File: src/rtl/rv32i_types.sv
// Shared cache-subsystem types: memory arbiter state, transaction owner, line offset width.
package rv32i_types;

    typedef enum logic [1:0] {IDLE, BUSY, RESP} arb_state_t;
    typedef enum logic {OWN_I, OWN_D} arb_owner_t;

    localparam int LINE_OFFSET_BITS = 5;

endpackage

File: src/rtl/cache_arb_fsm.sv
// Arbiter control: grant with alternating tie-break, registered pmem strobes and 1-cycle resp pulses.
// Requests are sampled only in IDLE; BUSY waits for pmem_resp with no timeout.
module cache_arb_fsm
    import rv32i_types::*;
(
    input  logic       clk,
    input  logic       rst,
    input  logic       i_req,
    input  logic       d_req,
    input  logic       d_write,
    input  logic       pmem_resp,
    output logic       grant_vld,
    output arb_owner_t grant_owner,
    output logic       grant_write,
    output logic       capture_vld,
    output arb_owner_t owner,
    output logic       pmem_read,
    output logic       pmem_write,
    output logic       i_resp,
    output logic       d_resp
);

    arb_state_t state_q, state_d;
    arb_owner_t owner_q, owner_d;
    arb_owner_t last_served_q, last_served_d;
    logic       rd_q, rd_d;
    logic       wr_q, wr_d;
    logic       i_resp_q, i_resp_d;
    logic       d_resp_q, d_resp_d;

    always_comb begin
        state_d       = state_q;
        owner_d       = owner_q;
        last_served_d = last_served_q;
        rd_d          = rd_q;
        wr_d          = wr_q;
        i_resp_d      = 1'b0;
        d_resp_d      = 1'b0;
        grant_vld     = 1'b0;
        capture_vld   = 1'b0;

        // On a tie the requester not served last wins.
        if (i_req && d_req) begin
            grant_owner = (last_served_q == OWN_I) ? OWN_D : OWN_I;
        end else begin
            grant_owner = d_req ? OWN_D : OWN_I;
        end
        // A simultaneous dcache read+write resolves to the write.
        grant_write = (grant_owner == OWN_D) && d_write;

        case (state_q)
            IDLE: begin
                if (i_req || d_req) begin
                    grant_vld = 1'b1;
                    state_d   = BUSY;
                    owner_d   = grant_owner;
                    wr_d      = grant_write;
                    rd_d      = !grant_write;
                end
            end
            BUSY: begin
                if (pmem_resp) begin
                    capture_vld   = 1'b1;
                    state_d       = RESP;
                    last_served_d = owner_q;
                    rd_d          = 1'b0;
                    wr_d          = 1'b0;
                    i_resp_d      = (owner_q == OWN_I);
                    d_resp_d      = (owner_q == OWN_D);
                end
            end
            RESP: begin
                state_d = IDLE;
            end
            default: begin
                state_d = IDLE;
            end
        endcase
    end

    always_ff @(posedge clk or negedge rst) begin
        if (!rst) begin
            state_q       <= IDLE;
            owner_q       <= OWN_I;
            last_served_q <= OWN_I;
            rd_q          <= 1'b0;
            wr_q          <= 1'b0;
            i_resp_q      <= 1'b0;
            d_resp_q      <= 1'b0;
        end else begin
            state_q       <= state_d;
            owner_q       <= owner_d;
            last_served_q <= last_served_d;
            rd_q          <= rd_d;
            wr_q          <= wr_d;
            i_resp_q      <= i_resp_d;
            d_resp_q      <= d_resp_d;
        end
    end

    assign owner      = owner_q;
    assign pmem_read  = rd_q;
    assign pmem_write = wr_q;
    assign i_resp     = i_resp_q;
    assign d_resp     = d_resp_q;

endmodule

File: src/rtl/cache_mem_arbiter.sv
// Shares one line-wide memory port between icache and dcache, one transaction at a time.
// Grant-to-strobe 1 cycle, pmem_resp-to-cache resp 1 cycle; requesters hold until their resp.
module cache_mem_arbiter
    import rv32i_types::*;
#(
    parameter int LINE_W = 256,
    parameter int ADDR_W = 32
) (
    input  logic              clk,
    input  logic              rst,
    input  logic              i_read,
    input  logic [ADDR_W-1:0] i_address,
    output logic [LINE_W-1:0] i_rdata,
    output logic              i_resp,
    input  logic              d_read,
    input  logic              d_write,
    input  logic [ADDR_W-1:0] d_address,
    input  logic [LINE_W-1:0] d_wdata,
    output logic [LINE_W-1:0] d_rdata,
    output logic              d_resp,
    output logic              pmem_read,
    output logic              pmem_write,
    output logic [ADDR_W-1:0] pmem_address,
    output logic [LINE_W-1:0] pmem_wdata,
    input  logic [LINE_W-1:0] pmem_rdata,
    input  logic              pmem_resp
);

    localparam logic [ADDR_W-1:0] ADDR_KEEP =
        {{(ADDR_W-LINE_OFFSET_BITS){1'b1}}, {LINE_OFFSET_BITS{1'b0}}};

    logic       grant_vld;
    arb_owner_t grant_owner;
    logic       grant_write;
    logic       capture_vld;
    arb_owner_t owner;

    logic [ADDR_W-1:0] addr_q, addr_d;
    logic [LINE_W-1:0] wdata_q, wdata_d;
    logic [LINE_W-1:0] i_rdata_q, i_rdata_d;
    logic [LINE_W-1:0] d_rdata_q, d_rdata_d;

    cache_arb_fsm u_fsm (
        .clk         (clk),
        .rst         (rst),
        .i_req       (i_read),
        .d_req       (d_read | d_write),
        .d_write     (d_write),
        .pmem_resp   (pmem_resp),
        .grant_vld   (grant_vld),
        .grant_owner (grant_owner),
        .grant_write (grant_write),
        .capture_vld (capture_vld),
        .owner       (owner),
        .pmem_read   (pmem_read),
        .pmem_write  (pmem_write),
        .i_resp      (i_resp),
        .d_resp      (d_resp)
    );

    always_comb begin
        addr_d    = addr_q;
        wdata_d   = wdata_q;
        i_rdata_d = i_rdata_q;
        d_rdata_d = d_rdata_q;
        if (grant_vld) begin
            addr_d  = ((grant_owner == OWN_D) ? d_address : i_address) & ADDR_KEEP;
            wdata_d = grant_write ? d_wdata : '0;
        end
        // Writes return no data; the owner's last read line is kept.
        if (capture_vld && !pmem_write) begin
            if (owner == OWN_I) begin
                i_rdata_d = pmem_rdata;
            end else begin
                d_rdata_d = pmem_rdata;
            end
        end
    end

    always_ff @(posedge clk or negedge rst) begin
        if (!rst) begin
            addr_q    <= '0;
            wdata_q   <= '0;
            i_rdata_q <= '0;
            d_rdata_q <= '0;
        end else begin
            addr_q    <= addr_d;
            wdata_q   <= wdata_d;
            i_rdata_q <= i_rdata_d;
            d_rdata_q <= d_rdata_d;
        end
    end

    assign pmem_address = addr_q;
    assign pmem_wdata   = wdata_q;
    assign i_rdata      = i_rdata_q;
    assign d_rdata      = d_rdata_q;

    a_no_dcache_read_and_write:
        assert property (@(posedge clk) disable iff (!rst) !(d_read && d_write));

endmodule
File: config.mk
export PLATFORM = sky130hd
export DESIGN_NAME = cache_mem_arbiter
export DESIGN_NICKNAME = d
export VERILOG_FILES = /design/src/rtl/rv32i_types.sv /design/src/rtl/cache_arb_fsm.sv /design/src/rtl/cache_mem_arbiter.sv
export SDC_FILE = /design/constraint.sdc
export NUM_CORES = 1
export LEC_CHECK = 0
export ABC_AREA = 1
export CORE_AREA = 2 2 544 546
export DETAILED_ROUTE_END_ITERATION = 7
export DIE_AREA = 0 0 546 548
export PLACE_DENSITY_LB_ADDON = 0.25
export SETUP_SLACK_MARGIN = 0.3
export SKIP_CTS_REPAIR_TIMING = 1
export SYNTH_ARGS = -nofsm -noshare
export SYNTH_HDL_FRONTEND = slang
export SYNTH_HIERARCHICAL = 1
export SYNTH_SLANG_ARGS = --single-unit
File: constraint.sdc
create_clock -name clk -period 1.7 [get_ports clk]
set_input_delay 0.17 -clock clk [delete_from_list [all_inputs] [get_ports clk]]
set_output_delay 0.17 -clock clk [all_outputs]
set_load 0.01 [all_outputs]
==> metrics.txt, run 1 <==
Ys Warns=6; Area Overhead vs Synth=94.14%; final hold vios=0; top cell type's share of synthesized area=61.01%; CP startpoint=u_fsm/pmem_write$_DFFE_PN0P_; Clk pin slew, worst setup/hold paths=0.06 ns; core box area=just under 300000 µm²; Place WS=-0.3869 ns; 1st-pass router iterations=5; clk root buf=clkbuf_16; highest metal used=met5; Die ar.=299200 µm²; initial antenna violation count=45; initial drt markers=2282; Synth area leader=dfrtp_1; clock latency at the later pin of the worst-skew pair=0.84 ns; most frequent cell after synthesis=nand2_1; fraction of layout cells with a size suffix above 1=13.71%; number of vias per cell=3.592; # fillers=32130; post-layout minimum cycle time=1.696 ns; reg2reg setup slack=0.02 ns; CTS tree=built; Required @ worst endpoint=roughly 1.5 ns; Final GP Congestion=0.8645; wire length on met1=between 70000 and 80000 µm; Synth top cells by count=1657 x nand2_1, 803 x dfrtp_1, 512 x nand4_1; metal3 WL=about 15000 µm; CP endpoint=pmem_write; Worst R2R Path Depth=7; Netlist cell types=20; largest net degree at the start of global routing=72; vias in the first global route=33264; final worst path period share=between 90% and 100%; final core utilization=between 20% and 30%; Mapped Cells=3665; Worst EP arrival=1.53 ns; Total Routing Usage GR=13.17%; DR WL/cell=21.65 µm; Port Buffers=1370; Max-slew headroom=55.21%; Ports=~1400; Peak VDD IR=0.0008132 V; PnR worst setup slack=around 0.0043 ns; Worst Clk Skew=0.06065 ns; synthesized area=roughly 33000 µm²; Max-Cap Viols=0; Hold Path Class=in2reg; status=completed; ys flop type=dfrtp_1; final antenna-violating net count=0; Detailed Route WL=~210000 µm; Crit Reg-Reg Endpoint=i_rdata[0]$_DFFE_PN0P_; Slew Viols, Final=0; PwrDens=1735 nW/µm²; # H-tree levels=3; Seq cells post-synth=803; post-synthesis sequential area ratio=roughly three fifths; Final HPWL DP=about 170000 µm; worst r2r src=u_fsm/state_q[0]$_DFFE_PN0P_; RSZ-0062 raised after global routing=true; CP Class=reg2out; routed wl met2=109000 µm; Max Root-Sink Buffers=4; hold_ws=between 0.02 and 0.025 ns; Rows=~200; first-pass GRT wire length=280100 µm; total global routing overflow=0; Max Clock Freq=589.7 MHz; Reg area=20130 µm²; Pleak=36.95 nW; Die Width=approximately 550 µm; Worst Setup End Kind=output pin; routed vias=34734; Sink Count=803; final layout net count=slightly above 6000; nature of the critical path startpoint=flop; Tightest Pin Transition=0.6718 ns; Initial Utilization=11.24%; number of buffers created by CTS=109; Fin Setup TNS=0 ns; syn_area_per_cell=about 9.0 µm²; area of the multi-input gates=about 11000 µm²; # setup viols final=0; ranking of synthesized cells by area=dfrtp_1 61%, nand2_1 19%, nand4_1 9.7%, nand3_1 4.4%, buf_2 3.8%; die extent in y=548 µm; DRC Markers=0; crit-path max FO=2; FFs w/ async S/R, synth=100.0%; number of flops mapped to enable cells by yosys=0
[metrics by stage]
step / power [mW] / cell area [µm²] / std cells
after floorplan: 51.32 / 32970 / 3669
after global placement: 86.91 / 53070 / 8897
after detailed placement: 87.12 / 53070 / 8897
after CTS: 111.5 / 56710 / 9097
after global routing: 117.7 / 63930 / 9665
final: 110.9 / 63940 / 9671
[critical path, cell delays in order, from the launching register on]
cell	delay (ns)
dfrtp_2	0.46
buf_6	0.15
buf_12	0.13
[worst min-delay path by stage]
stage                          from                           end  slack (ns)  cells after the start
detailed placement              rst      d_rdata[137]$_DFFE_PN0P_       -0.02                      1
finish                d_address[31]  pmem_address[31]$_DFFE_PN0P_        0.02                      5
global placement                rst      d_rdata[137]$_DFFE_PN0P_       -0.02                      1
global route        pmem_rdata[125]      i_rdata[125]$_DFFE_PN0P_      0.0006                      3
floorplan                       rst        d_rdata[0]$_DFFE_PN0P_       -0.13                      0
CTS                             rst      i_rdata[242]$_DFFE_PN0P_       -0.92                      1
[registers in the layout, indices dropped and copies added (netlist names)]
signal / flops
u_fsm/i_resp: 1
u_fsm/pmem_read: 1
pmem_wdata: 256
u_fsm/state_q: 2
d_rdata: 256
pmem_address: 27
u_fsm/pmem_write: 1
u_fsm/owner: 1
u_fsm/d_resp: 1
u_fsm/last_served_q: 1
i_rdata: 256
[power breakdown]
group / leakage [nW] / internal, mW / switching, mW / total (mW)
Sequential: 10.3 / 27.6 / 5.83 / 33.4
Combinational: 24.9 / 24.1 / 29.8 / 53.9
Clock: 1.79 / 14.2 / 9.48 / 23.6
Total: 36.9 / 65.9 / 45.1 / 111
[metal layers]
metal / vias to the layer above / global-route usage, %
met5: - / 0
met4: 10 / 4.191
met3: 277 / 4.511
met2: 1420 / 24.18
met1: 16843 / 14.02
li1: 16184 / -
[logic make-up after synthesis]
logic type	synth area share (%)
buffers and inverters	5.786
AND/OR/NAND/NOR	33.15
other	0.01139
AO/OA/AOI/OAI	0.04557
flip-flops	61.01
[final cells by class]
cell class	instances	share of cell area, %
Clock inverter	30	0.6242
Timing Repair Buffer	2183	37.33
Clock buffer	170	5.080
Inverter	66	0.4579
Timing Repair inverter	1	0.04696
Antenna cell	26	0.1018
Sequential cell	803	31.48
Multi-Input combinational cell	2473	17.21
Tap cell	3919	7.669
[layout by cell type (no fill, tap or decap), types with 2 or more instances in the layout]
cell and instances:
nand2_1 1655, dfrtp_1 777, dlymetal6s2s_1 586, clkdlybuf4s50_1 570, nand4_1 512, dlygate4sd3_1 451, buf_4 289, nand3_1 285
buf_6 174, clkbuf_16 112, buf_12 93, inv_1 60, clkbuf_1 33, clkbuf_8 27, diode_2 26, dfrtp_2 25
clkinv_2 16, clkbuf_2 8, bufinv_16 7, buf_16 7, conb_1 5, nand3_4 4, clkinv_8 3, clkinv_16 3
buf_8 3, nor2_1 3, inv_6 2, clkinvlp_4 2, nor2_4 2, nand2_2 2, o21ai_0 2
(Power assumes the default switching activity.)
==> inputs of run 2 (changes only) <==
CTS_CLUSTER_SIZE = 30   (was not set)
SKIP_LAST_GASP = 1   (was not set)
SLEW_MARGIN = 25   (was not set)
==> metrics.txt, run 2 (synthesized netlist as in run 1, its figures left out) <==
Max-slew headroom=55.10% (was 55.21%); Detailed Route WL=209200 µm (was 209400 µm); core box area=293100 µm² (unchanged); initial drt markers=2306 (was 2282); largest net degree at the start of global routing=72 (unchanged); DRC Markers=0 (unchanged); Port Buffers=1370 (unchanged); Max-Cap Viols=0 (unchanged); Die Width=546 µm (unchanged); final core utilization=21.78% (was 21.82%); Required @ worst endpoint=2.36 ns (was 1.53 ns); post-layout minimum cycle time=1.723 ns (was 1.696 ns); Peak VDD IR=0.0008135 V (was 0.0008132 V); CTS tree=built (unchanged); status=finished, violations left (was completed); nature of the critical path startpoint=flop (unchanged); final layout net count=6219 (unchanged); cell count along the critical path=8 (was 2); first-pass GRT wire length=280100 µm (unchanged); Max Clock Freq=580.4 MHz (was 589.7 MHz); Area Overhead vs Synth=93.77% (was 94.14%); number of vias per cell=3.598 (was 3.592); Power, Total=110.7 mW (was 110.9 mW); vias in the first global route=33264 (unchanged); Slew Viols, Final=0 (unchanged); fraction of layout cells with a size suffix above 1=13.57% (was 13.71%); Clk pin slew, worst setup/hold paths=0.06 ns (about the same); Hold Path Depth=3 (was 5); commonest non-fill, non-tap cell in the layout=nand2_1 (unchanged); Layout Cells excl Fill=9675 (was 9671); Initial Utilization=11.24% (unchanged); Pleak=36.91 nW (was 36.95 nW); clk root buf=clkbuf_16 (unchanged); # setup viols final=21 (was 0); Slowest-stage cell, CP=dfrtp_1 (was dfrtp_2); DR WL/cell=21.63 µm (was 21.65 µm); Max Root-Sink Buffers=4 (unchanged); final antenna-violating net count=0 (unchanged); die extent in y=548 µm (unchanged); Worst R2R Path Depth=8 (was 7); Final HPWL DP=166300 µm (unchanged); Ports=1386 (unchanged); crit-path max FO=22 (was 2); # H-tree levels=3 (unchanged); placed instance area=53070 µm² (unchanged); Tightest Pin Transition=0.6735 ns (was 0.6718 ns); cell family contributing the most delay on the critical path=buffers and inverters (was flip-flops); total global routing overflow=0 (unchanged); worst path bufs/invs=4 (was 2); RSZ-0062 raised after global routing=true (unchanged); CP cell instances=inv_1 -> nand3_4 -> clkinv_8 -> nand3_4 -> buf_12 -> clkbuf_16 -> nand2_1 -> nand2_1 (was buf_6 -> buf_12); final hold vios=0 (unchanged); Rows=199 (unchanged); CP Class=reg2reg (was reg2out); PwrDens=1734 nW/µm² (was 1735 nW/µm²); initial antenna violation count=48 (was 45); CP peak stage delay=0.37 ns (was 0.46 ns); failing checks=negative setup slack; number of buffers created by CTS=109 (unchanged); Final GP Congestion=0.8645 (unchanged); fin area=63820 µm² (was 63940 µm²); Total Routing Usage GR=13.17% (unchanged); 1st-pass router iterations=6 (was 5); clock latency at the later pin of the worst-skew pair=0.84 ns (about the same); Worst Clk Skew=0.06094 ns (was 0.06065 ns); Die ar.=299200 µm² (unchanged); Hold Path Class=in2reg (unchanged); most frequent cells in the layout=1657 x nand2_1, 781 x dfrtp_1, 586 x dlymetal6s2s_1 (was 1655 x nand2_1, 777 x dfrtp_1, 586 x dlymetal6s2s_1); routed vias=34809 (was 34734); Place WS=-0.3869 ns (unchanged); Worst EP arrival=2.38 ns (was 1.53 ns); Worst Setup End Kind=flop (was output pin); PnR worst setup slack=-0.02287 ns (was 0.004316 ns); placed cells=8897 (unchanged); final worst path period share=101.3% (was 99.75%); Sink Count=803 (unchanged)
[run 2: cell type report]
| cell class | count | area [µm²] |
|---|---|---|
| clock buffers | 170 | 3248 |
| multi-input cells | 2473 | 10990 |
| repair buffers | 2183 | 23790 |
| repair inverters | 1 | 8.758 |
| inverters | 66 | 287.8 |
| clock inverters | 30 | 399.1 |
| diodes | 30 | 75.07 |
| fillers | 32146 | 229200 |
| well taps | 3919 | 4903 |
| flip-flops and latches | 803 | 20120 |
[run 2: tightest hold or removal path, stage by stage]
cell	delay, ns
clkdlybuf4s50_1	0.43
nand4_1	0.11
nand2_1	0.05
[run 2: where the power goes]
| group | switching (mW) | leakage, nW | internal, mW | total, mW |
|---|---|---|---|---|
| clock network | 9.48 | 1.79 | 14.1 | 23.6 |
| logic | 29.7 | 24.8 | 24.0 | 53.7 |
| registers | 5.81 | 10.3 | 27.6 | 33.4 |
| total | 45.0 | 36.9 | 65.7 | 111 |
[run 2: routing by layer]
| layer | up-vias | GRT usage, % | share of wire (%) |
|---|---|---|---|
| met5 | - | 0 | 0.035 |
| met4 | 10 | 4.191 | 3.3 |
| met3 | 265 | 4.511 | 7.0 |
| met2 | 1399 | 24.18 | 52 |
| met1 | 16939 | 14.02 | 37 |
| li1 | 16196 | - | - |
[run 2: final timing paths]
kind | startpoint | endpoint | slack, ns
worst max-delay path | u_fsm/state_q[1]$_DFFE_PN0P_ | i_rdata[217]$_DFFE_PN0P_ | -0.02
worst min-delay path | pmem_rdata[125] | i_rdata[125]$_DFFE_PN0P_ | 0.02
worst max register to register | u_fsm/state_q[1]$_DFFE_PN0P_ | i_rdata[217]$_DFFE_PN0P_ | -0.02
worst min register to register | i_rdata[191]$_DFFE_PN0P_ | i_rdata[191]$_DFFE_PN0P_ | 0.46
max in group asynchronous | rst | pmem_wdata[163]$_DFFE_PN0P_ | 0.26
min in group asynchronous | rst | i_rdata[242]$_DFFE_PN0P_ | 0.42
[run 2: stage by stage]
stage / setup TNS (ns) / hold WS, ns
after detailed placement: -215.29 / -0.01986
final: -0.1967 / 0.01856
after global routing: -18.48 / 0.0005843
after floorplan: 0 / -0.1256
after global placement: -209.70 / -0.01747
after CTS: -275.53 / -0.9218
==> inputs of run 3 (changes only) <==
clock period = 2.1 ns   (was 1.7 ns; I/O delays follow)
==> metrics.txt, run 3 (synthesized netlist as in run 1, its figures left out) <==
final worst path period share=92.54%; Total Routing Usage GR=13.06% (was 13.17%); Hold Path Depth=3 (unchanged); Crit Reg-Reg Endpoint=i_rdata[71]$_DFFE_PN0P_ (was i_rdata[217]$_DFFE_PN0P_); Initial Utilization=11.24% (unchanged); fin area=60600 µm² (was 63820 µm²); Max Clock Freq=514.6 MHz; Hold Path Class=in2reg (unchanged); DR WL/cell=21.82 µm (was 21.63 µm); total global routing overflow=0 (unchanged); Max-slew headroom=57.59% (was 55.10%); hold_sp=d_wdata[223] (was pmem_rdata[125]); Max-Cap Viols=0 (unchanged); placed instance area=52700 µm² (was 53070 µm²); status=completed (was finished, violations left); 1st-pass router iterations=5 (was 6); Slew Viols, Final=0 (unchanged); Final HPWL DP=163000 µm (was 166300 µm); Area Overhead vs Synth=83.98% (was 93.77%); post-layout minimum cycle time=1.943 ns; clk root buf=clkbuf_16 (unchanged); register share of total power=30.8% (was 30.1%); routed vias=33772 (was 34809); Place WS=-0.1445 ns (was -0.3869 ns); number of vias per cell=3.585 (was 3.598); Required @ worst endpoint=1.89 ns (was 2.36 ns); Max Root-Sink Buffers=4 (unchanged); PnR worst setup slack=0.1568 ns (was -0.02287 ns); worst r2r src=u_fsm/state_q[1]$_DFFE_PN0P_ (unchanged); final core utilization=20.68% (was 21.78%); PwrDens=1436 nW/µm² (was 1734 nW/µm²); Ports=1386 (unchanged); Worst Clk Skew=0.03949 ns (was 0.06094 ns); RSZ-0062 raised after global routing=true (unchanged); Port Buffers=1370 (unchanged); Clk pin slew, worst setup/hold paths=0.06 ns (about the same); Detailed Route WL=205600 µm (was 209200 µm); Clock Power Share=22.0% (was 21.4%); Die Width=546 µm (unchanged); crit-path max FO=2 (was 22); Cell Int Power=51.44 mW (was 65.69 mW); hold_ws=0.02961 ns (was 0.01856 ns); number of buffers created by CTS=109 (unchanged); Rows=199 (unchanged); net switching power=35.55 mW (was 44.97 mW); DRC Markers=0 (unchanged); Peak VDD IR=0.0007302 V (was 0.0008135 V); worst path bufs/invs=1 (was 4); CP Class=reg2out (was reg2reg); cell family contributing the most delay on the critical path=buffers and inverters (unchanged); final antenna-violating net count=0 (unchanged); # setup viols final=0 (was 21); Worst Setup End Kind=output pin (was flop); # fillers=32449 (was 32146); final hold vios=0 (unchanged); CP peak stage delay=0.61 ns (was 0.37 ns); core box area=293100 µm² (unchanged); # H-tree levels=3 (unchanged); fraction of layout cells with a size suffix above 1=9.595% (was 13.57%); switch share=40.87% (was 40.64%); CP cell instances=clkdlybuf4s50_1 (was inv_1 -> nand3_4 -> clkinv_8 -> nand3_4 -> buf_12 -> clkbuf_16 -> nand2_1 -> nand2_1); commonest non-fill, non-tap cell in the layout=nand2_1 (unchanged); Worst EP arrival=1.73 ns (was 2.38 ns); Die ar.=299200 µm² (unchanged); Final GP Congestion=0.8723 (was 0.8645); Worst R2R Path Depth=9 (was 8); reg2reg setup slack=0.28 ns (was -0.02 ns); initial antenna violation count=50 (was 48); Sink Count=803 (unchanged); vias in the first global route=33629 (was 33264); final layout net count=5983 (was 6219); area of the multi-input gates=10970 µm² (was 10990 µm²); CTS tree=built (unchanged); most frequent cells in the layout=1657 x nand2_1, 832 x clkdlybuf4s50_1, 777 x dfrtp_1 (was 1657 x nand2_1, 781 x dfrtp_1, 586 x dlymetal6s2s_1); nature of the critical path startpoint=flop (unchanged); Worst Hold Endpoint=pmem_wdata[223]$_DFFE_PN0P_ (was i_rdata[125]$_DFFE_PN0P_); Tightest Pin Transition=0.6362 ns (was 0.6735 ns); Power, Total=87.00 mW (was 110.7 mW); Slowest-stage cell, CP=clkdlybuf4s50_1 (was dfrtp_1); clock latency at the later pin of the worst-skew pair=0.82 ns (was 0.84 ns); die extent in y=548 µm (unchanged); initial drt markers=1805 (was 2306); first-pass GRT wire length=280700 µm (was 280100 µm); Logic pwr share=47.2% (was 48.5%); Reg area=20130 µm² (was 20120 µm²); largest net degree at the start of global routing=77 (was 72); Pleak=33.74 nW (was 36.91 nW)
==> run 3: how the worst max path moves through the flow <==
stage	startpoint	endpoint	cells past startpoint
4_1_cts	d_rdata[182]$_DFFE_PN0P_	d_rdata[182]	1
3_5_place_dp	pmem_resp	i_rdata[37]$_DFFE_PN0P_	7
3_3_place_gp	pmem_resp	i_rdata[45]$_DFFE_PN0P_	7
2_1_floorplan	d_write	pmem_wdata[177]$_DFFE_PN0P_	9
6_report	d_rdata[224]$_DFFE_PN0P_	d_rdata[224]	1
5_1_grt	pmem_wdata[141]$_DFFE_PN0P_	pmem_wdata[141]	1
==> run 3: layer usage <==
layer,vias up,global-route usage [%],routed length [µm]
met1,16449,14.26,79100
li1,15679,-,-
met5,-,0,207
met2,1319,23.75,104600
met3,289,4.619,15080
met4,36,3.404,6627
==> run 3: final cells by class <==
cell class	count	area share, %
diodes	20	0.08259
flip-flops and latches	803	33.22
inverters	66	0.4893
repair buffers	1948	34.06
multi-input cells	2473	18.11
clock inverters	30	0.7020
well taps	3919	8.092
clock buffers	162	5.247
==> run 3: through the flow <==
stage | TNS, ns | cells
detailed placement | -7.640 | 8874
global route | 0 | 9413
floorplan | 0 | 3669
CTS | -22.24 | 9066
global placement | -5.623 | 8874
finish | 0 | 9421
==> run 3: power groups by stage <==
| stage | clock (mW) | combinational (mW) | sequential [mW] |
|---|---|---|---|
| 6_report | 19.1 | 41.1 | 26.8 |
| 5_1_grt | 20.5 | 44.4 | 27.6 |
| 4_1_cts | 19.9 | 42.7 | 27.1 |
| 3_5_place_dp | 0 | 42.6 | 27.2 |
| 3_3_place_gp | 0 | 42.6 | 27.1 |
| 2_1_floorplan | 0 | 12.5 | 29.1 |
